<file path="src/rtl/mips32_pkg.sv">
`default_nettype none
//------------------------------------------------------------------
// mips32_pkg : shared encodings for the pipe_MIPS32 fetch front end
// rev 1.0
//------------------------------------------------------------------
package mips32_pkg;

  localparam int               INSTR_W    = 32;
  localparam int               OPCODE_MSB = 31;
  localparam int               OPCODE_LSB = 26;
  localparam logic [5:0]       OP_HLT     = 6'h3f;
  localparam logic [INSTR_W-1:0] NOP_WORD = 32'h0ce77800;

  function automatic logic is_hlt(input logic [INSTR_W-1:0] ir);
    return ir[OPCODE_MSB:OPCODE_LSB] == OP_HLT;
  endfunction

endpackage
`default_nettype wire

</file>
<file path="src/rtl/mips32_sync_fifo.sv">
`default_nettype none
//------------------------------------------------------------------
// mips32_sync_fifo : power-of-two synchronous FIFO with flush
// rev 1.0
//------------------------------------------------------------------
module mips32_sync_fifo #(
  parameter int DEPTH = 4,
  parameter int WIDTH = 64
) (
  input  logic                     clk,
  input  logic                     rst_n,
  input  logic                     push_i,
  input  logic [WIDTH-1:0]         data_i,
  input  logic                     pop_i,
  input  logic                     flush_i,
  output logic [WIDTH-1:0]         data_o,
  output logic [$clog2(DEPTH):0]   count_o,
  output logic                     full_o,
  output logic                     empty_o
);

  localparam int AW = $clog2(DEPTH);

  logic [WIDTH-1:0] mem_q [DEPTH];
  logic [AW-1:0]    wr_ptr_q, rd_ptr_q;
  logic [AW:0]      count_q;
  logic             do_push, do_pop;

  assign full_o  = count_q == (AW+1)'(DEPTH);
  assign empty_o = count_q == '0;
  // Flush takes priority over any push or pop in the same cycle.
  assign do_push = push_i && !full_o  && !flush_i;
  assign do_pop  = pop_i  && !empty_o && !flush_i;

  always_ff @(posedge clk or negedge rst_n) begin
    if (!rst_n) begin
      wr_ptr_q <= '0;
      rd_ptr_q <= '0;
      count_q  <= '0;
    end else if (flush_i) begin
      wr_ptr_q <= '0;
      rd_ptr_q <= '0;
      count_q  <= '0;
    end else begin
      if (do_push) wr_ptr_q <= wr_ptr_q + AW'(1);
      if (do_pop)  rd_ptr_q <= rd_ptr_q + AW'(1);
      count_q <= count_q + (AW+1)'(do_push) - (AW+1)'(do_pop);
    end
  end

  always_ff @(posedge clk) begin
    if (do_push) mem_q[wr_ptr_q] <= data_i;
  end

  assign data_o  = mem_q[rd_ptr_q];
  assign count_o = count_q;

endmodule
`default_nettype wire

</file>
<file path="src/rtl/mips32_fetch_queue.sv">
`default_nettype none
//------------------------------------------------------------------
// mips32_fetch_queue : imem fetch control + prefetch queue toward IF/ID
// rev 1.0
//------------------------------------------------------------------
module mips32_fetch_queue
  import mips32_pkg::*;
#(
  parameter int              DEPTH    = 4,
  parameter int              PC_W     = 32,
  parameter logic [PC_W-1:0] RESET_PC = '0
) (
  input  logic                   clk,
  input  logic                   rst_n,
  output logic                   imem_req_o,
  output logic [PC_W-1:0]        imem_addr_o,
  input  logic                   imem_ack_i,
  input  logic [INSTR_W-1:0]     imem_rdata_i,
  output logic                   id_valid_o,
  input  logic                   id_ready_i,
  output logic [INSTR_W-1:0]     id_ir_o,
  output logic [PC_W-1:0]        id_npc_o,
  input  logic                   redirect_valid_i,
  input  logic [PC_W-1:0]        redirect_pc_i,
  output logic                   halted_o,
  output logic [$clog2(DEPTH):0] occupancy_o
);

  localparam logic [1:0] S_IDLE      = 2'd0;
  localparam logic [1:0] S_WAIT_ACK  = 2'd1;
  localparam logic [1:0] S_WAIT_DROP = 2'd2;
  localparam logic [1:0] S_HALT      = 2'd3;

  logic [1:0]              state_q, state_d;
  logic [PC_W-1:0]         fetch_pc_q, fetch_pc_d;
  logic [PC_W-1:0]         req_addr_q, req_addr_d;
  logic [PC_W-1:0]         ack_npc;
  logic                    push, flush, full, empty;
  logic [INSTR_W+PC_W-1:0] head;

  assign ack_npc = req_addr_q + PC_W'(1);

  always_comb begin
    state_d    = state_q;
    fetch_pc_d = fetch_pc_q;
    req_addr_d = req_addr_q;
    push       = 1'b0;
    flush      = redirect_valid_i;
    if (redirect_valid_i) fetch_pc_d = redirect_pc_i;
    case (state_q)
      // Only issue with nothing outstanding and a free slot for the returning word.
      S_IDLE: begin
        if (!redirect_valid_i && !full) begin
          state_d    = S_WAIT_ACK;
          req_addr_d = fetch_pc_q;
        end
      end
      S_WAIT_ACK: begin
        if (imem_ack_i) begin
          if (redirect_valid_i) begin
            state_d = S_IDLE;
          end else begin
            push       = 1'b1;
            fetch_pc_d = ack_npc;
            state_d    = is_hlt(imem_rdata_i) ? S_HALT : S_IDLE;
          end
        end else if (redirect_valid_i) begin
          state_d = S_WAIT_DROP;
        end
      end
      // Request stays held until its ack; the returning data is stale.
      S_WAIT_DROP: begin
        if (imem_ack_i) state_d = S_IDLE;
      end
      S_HALT: begin
        if (redirect_valid_i) state_d = S_IDLE;
      end
      default: state_d = S_IDLE;
    endcase
  end

  always_ff @(posedge clk or negedge rst_n) begin
    if (!rst_n) begin
      state_q    <= S_IDLE;
      fetch_pc_q <= RESET_PC;
      req_addr_q <= RESET_PC;
    end else begin
      state_q    <= state_d;
      fetch_pc_q <= fetch_pc_d;
      req_addr_q <= req_addr_d;
    end
  end

  mips32_sync_fifo #(
    .DEPTH (DEPTH),
    .WIDTH (INSTR_W + PC_W)
  ) u_fifo (
    .clk     (clk),
    .rst_n   (rst_n),
    .push_i  (push),
    .data_i  ({imem_rdata_i, ack_npc}),
    .pop_i   (id_valid_o && id_ready_i),
    .flush_i (flush),
    .data_o  (head),
    .count_o (occupancy_o),
    .full_o  (full),
    .empty_o (empty)
  );

  assign imem_req_o  = (state_q == S_WAIT_ACK) || (state_q == S_WAIT_DROP);
  assign imem_addr_o = req_addr_q;
  assign halted_o    = state_q == S_HALT;
  assign id_valid_o  = !empty;
  assign id_ir_o     = head[INSTR_W+PC_W-1:PC_W];
  assign id_npc_o    = head[PC_W-1:0];

endmodule
`default_nettype wire

</file>
<file path="config.mk">
export PLATFORM = sky130hd
export DESIGN_NAME = mips32_fetch_queue
export DESIGN_NICKNAME = d
export VERILOG_FILES = /design/src/rtl/mips32_pkg.sv /design/src/rtl/mips32_sync_fifo.sv /design/src/rtl/mips32_fetch_queue.sv
export SDC_FILE = /design/constraint.sdc
export NUM_CORES = 1
export LEC_CHECK = 0
export CORE_MARGIN = 2
export CORE_UTILIZATION = 55
export DETAILED_ROUTE_END_ITERATION = 7
export PLACE_DENSITY = 0.79
export SYNTH_ARGS = -nofsm -noshare
export SYNTH_HDL_FRONTEND = slang
export SYNTH_HIERARCHICAL = 1
export SYNTH_SLANG_ARGS = --single-unit
</file>
<file path="constraint.sdc">
create_clock -name clk -period 4.5 [get_ports clk]
set_input_delay 0.675 -clock clk [delete_from_list [all_inputs] [get_ports clk]]
set_output_delay 0.675 -clock clk [all_outputs]
set_load 0.01 [all_outputs]
</file>
# Word-level counts from Yosys, hierarchy flattened
# Memory sizes are Yosys's and may differ from the RTL's.
# Index checks and enable logic that the tools add are counted.
# Widths: inputs -> output; s select.
# totals
regBits	73
ram_bits	256
in_bits	69
out_inout_bits	102
word_cells	59
mem_count	1
# classes
addsub	5
eq_ne	9
muxes	22
n_reduce_logical	16
# mem_list
memory	words	width	read_ports	rd_clocked_by_memory_dff	wr	line_no	text
u_fifo.mem_q	4	64	1	0	1	mips32_sync_fifo.sv:24	logic [WIDTH-1:0] mem_q [DEPTH];
# op_table
cell	count
$mux 32	4
$add 32x1->32 const B	1
$mux 2	11
$pmux 2 s4	1
$eq 6x6->1 const B	1
$logic_and 1x1->1	6
$ne 2x2->1 const B	3
$mux 1	5
$add 2x1->2 const B	2
$eq 2x2->1 const B	2
$reduce_and 4->1	1
$reduce_bool 2->1	2
$add 3x1->3	1
$eq 3x3->1 const B	1
$logic_not 1->1	3
$logic_not 3->1	1
$mux 3	1
$ne 3x3->1 const B	1
$sub 3x1->3	1
$eq 2x1->1 const B	1
$logic_not 2->1	1
$reduce_and 2->1	1
$logic_or 1x1->1	1

# Longest topological paths before layout
# depth
depth_word	8
mapped_depth	17
depth_no_buf	15

# Modules after synthesis
# Netlist, hierarchy kept.
# modules_own_cells
mod	instances	cells_each	area_per_inst_um2	seq_area_each_um2
mips32_sync_fifo	1	381	9696.8	7862.5
mips32_fetch_queue	1	330	3726.1	1651.6

# Worst setup path before layout
# Ideal clock, no wire load.
# synth_timing
path_kind	flip-flop to flip-flop
from	register state_q[1]
to	memory u_fifo.mem_q[0][0], enable pin
setup_ns	0.429
t_arrival_ns	3.243
required_ns	4.071
slack_ns	0.828
stages_incl_launch_ff	11
path_buffers	2
synth_period_minus_slack_ns	3.672
cell_sequence	dfrtp_1 > inv_1 > ha_1 > and2_1 > buf_2 > nand2_1 > inv_1 > buf_2 > inv_1 > nor3_1 > and2_1
# synth_via
elab_chain_len	6
# synth_lines
item	line_no	text
start, declared	mips32_fetch_queue.sv:34	logic [1:0] state_q, state_d;
start signal, assigned	mips32_fetch_queue.sv:88	state_q <= state_d;
$eq 2x1->1	mips32_fetch_queue.sv:50	case (state_q)
$mux 1	mips32_fetch_queue.sv:50	
named net push	mips32_fetch_queue.sv:38	logic push, flush, full, empty;
$logic_and 1x1->1 (2 in a row)	mips32_sync_fifo.sv:32	assign do_push = push_i && !full_o && !flush_i;
$mux 1	mips32_sync_fifo.sv:52	if (do_push) mem_q[wr_ptr_q] <= data_i;
$mux 1 (implied by the code)	mips32_sync_fifo.sv:52	
end, declared	mips32_sync_fifo.sv:24	
# The timed path passes the listed nets, and every way through them passes these cells.

# Final worst setup path
# layout_timing
from	register u_fifo.rd_ptr_q[0]
to	output port id_ir_o[2]
# layout_via
elab_chain_len	1
# layout_lines
item	line_no	text
start, declared	mips32_sync_fifo.sv:25	logic [AW-1:0] wr_ptr_q, rd_ptr_q;
start signal, assigned	mips32_sync_fifo.sv:46	if (do_pop) rd_ptr_q <= rd_ptr_q + AW'(1);
$mem_v2 4x64	--	
end, declared	mips32_fetch_queue.sv:21	output logic [INSTR_W-1:0] id_ir_o,
# Every way passes these cells.

==> qor.yml <==
ys.warnings.count: 6
drv_slew: 0
syn_nets: 792
htreeDepth: 2
p_clk_frac: 0.315
num_vias: 7259
core_um2: 24100
antenna_found_initial: 2
cp.required_ns: 3.83
hold_class: "in -> async"
dieArea_um2: 25700
layout_min_cycle_time_ns: 3.55
status: "completed"
clock_path_buffers: 3
synth_edf_count: 256
drt_iter0_drc: 575
hold_buffers: 0
setup_tns_ns: 0
combPwrFrac: 0.198
slowest_stage: "dfrtp_4"
async_reset_ff_frac: 0.222
path_max_fanout: 28
mostFrequentLayoutCell: "edfxtp_1"
top_level_ports: 171
synth.area.top_cells: "edfxtp_1 57%, dfrtp_1 14%, mux4_2 11%"
synth_top_area_share: 0.573
ir_drop_uv: 476
final_layout_size_suffix_gt1_frac: 0.207
cp.arrival_ns: 2.87
via_per_inst: 5.84
wl_um: 27800
yosysTopAreaCell: "edfxtp_1"
power.leakage_nw: 5.81
nets: 978
root_buffer: "clkbuf_16"
fp-row-count: 57
die_x_um: 160
routedWlPerCell_um: 22.4
first_pass_iters: 5
finalHoldViolations: 0
preCtsSetupSlack_ns: 0.925
powerDensity_nw_per_um2: 511
critPathMaxStageDelay_ns: 0.80
crit_path_start_kind: "register"
synth_area_um2: 13400
grt_overflow_total: 0
switching_share: 0.267
cts_sinks: 329
clock_latency_ns: 0.50
drc: 0
ys.flop_type: "edfxtp_1"
grt_max_degree: 74
maxSlewHeadroom: 0.357
avgSynthCellArea_um2: 18.9
n_fill_cell: 1616
ys_ff_latch: 329
worstSetupPathType: "reg -> out"
numCtsBuffers: 34
cts_tree: "done"
path_buf_inv: 2
rsz0062_at_grt: "no"
end_kind: "output pin"
grt_pass1_wl_um: 43400
die_h_um: 160
initial_core_util: 0.557
tightest_slew_ns: 0.964
critical-path-top-delay-family: "buffers and inverters"
internal_power_mw: 6.20
ys_seq_area_frac: 0.709
post-route-period-util: 0.788
grt_pass1_vias: 7522
fin_skew_ns: 0.0195
gp_congestion: 0.793
clk_pin_slew_ns: 0.06
clock.fmax_mhz: 282
area_delta_synth_final_pct: 23.4
switchingPower_mw: 2.26
crit_start: "u_fifo/rd_ptr_q[0]"
grtUsageTotal: 0.222
r2r-start: "state_q[1]"
setup_viol: 0
layout_common_cells: "256 x edfxtp_1, 168 x clkdlybuf4s50_1, 71 x dfrtp_1"
timing.final.ws_setup_ns: 0.952
p_total_mw: 8.46
place_hpwl_um: 17300
cts_resized: 0
seqPwrFrac: 0.487
yosysUniqueCellTypes: 51
final_util: 0.687
portBuffers: 170
netlist_instances: 711
max_cap_viol_count: 0
drtAntennaViolNets: 0
crit_chain: "buf_4 > mux4_2 > clkdlybuf4s50_1"
cts_setup_buffers: 0
power groups by stage:
stage / logic, mW / registers, mW / clock network, mW
detailed placement: 1.67 / 4.16 / 0
floorplan: 0.867 / 4.13 / 0
CTS: 1.69 / 4.11 / 2.71
global route: 1.82 / 4.16 / 2.83
finish: 1.67 / 4.12 / 2.66
global placement: 1.62 / 4.15 / 0
layer usage:
layer  track usage  part of all wire  vias up
li1              -                 -     3190
met1         0.316              0.42     3749
met5             0                 0        -
met3        0.0465             0.073       45
met4        0.0643             0.021        0
met2         0.353              0.48      275
cell usage after synthesis, types with 4 or more instances:
library cell / count
mux4_2: 64
nand4_1: 4
mux2i_1: 14
buf_2: 14
buf_6: 5
and2_1: 6
dfrtp_1: 73
xnor2_1: 10
nand3_1: 9
nand2_1: 25
clkbuf_1: 10
and3_1: 21
and4_1: 8
xnor2_2: 11
o21ai_0: 22
a21oi_1: 5
inv_1: 16
nor3_1: 5
mux2_2: 29
nand4_4: 4
ha_1: 11
o21ai_1: 4
xor2_1: 12
nor2_1: 18
edfxtp_1: 256
nand3_2: 6
a221o_1: 12
worst register-to-register path, stage by stage, from the launching register on:
cell     delay, ns
dfrtp_1       0.40
inv_1         0.10
ha_1          0.22
and2_1        0.19
nand2_1       0.12
inv_1         0.12
inv_1         0.08
nor3_1        0.45
inv_1         0.12
ha_1          0.31
inv_1         0.06
ha_1          0.13
inv_1         0.05
fa_1          0.37
xnor2_1       0.17
nor2_1        0.06
metrics by stage:
stage          hold slack (ns)  instance area, µm²  std cells
3_3_place_gp             0.461               15500       1185
3_5_place_dp             0.463               15500       1185
2_1_floorplan            0.379               13400        711
5_1_grt                  0.389               16600       1242
4_1_cts                  0.345               16600       1242
6_report                 0.304               16600       1243
path summary, 6_finish.rpt:
check / end / cells past startpoint / slack [ns]
min: fetch_pc_q[7] / 1 / 0.30
max: id_ir_o[2] / 3 / 0.95
min reg2reg: imem_addr_o[20] / 2 / 0.48
max in group asynchronous: u_fifo/rd_ptr_q[0] / 1 / 3.46
max reg2reg: u_fifo/count_o[2] / 15 / 1.41
min in group clk: imem_addr_o[20] / 2 / 0.48
final cells by class:
type,count,area (µm²),share of cell area
inverter,16,60.1,0.00363
tap,324,405,0.0245
timing repair buffer,183,1850,0.112
clock inverter,6,55.1,0.00332
antenna,1,2.50,0.000151
clock buffer,51,1010,0.0609
multi-input combinational,333,3660,0.221
sequential,329,9520,0.575
registers in the layout, indices dropped and copies added, names as in the netlist:
name and flops:
u_fifo/rd_ptr_q 2, u_fifo/wr_ptr_q 2, imem_addr_o 32, u_fifo/mem_q 256, state_q 2, u_fifo/count_o 3
fetch_pc_q 32
kinds of logic (layout without fill, tap and decap cells):
logic type	count (synthesis)	count (layout)	synth area share
adder cells (fa/ha/maj)	12	12	0.0117
multiplexers	107	107	0.142
XOR/XNOR	33	33	0.0277
AND/OR/NAND/NOR	126	126	0.0621
other	0	1	0
AO/OA/AOI/OAI	55	55	0.0277
buffers and inverters	49	256	0.0199
flip-flops	329	329	0.709
(Power assumes the default switching activity.)
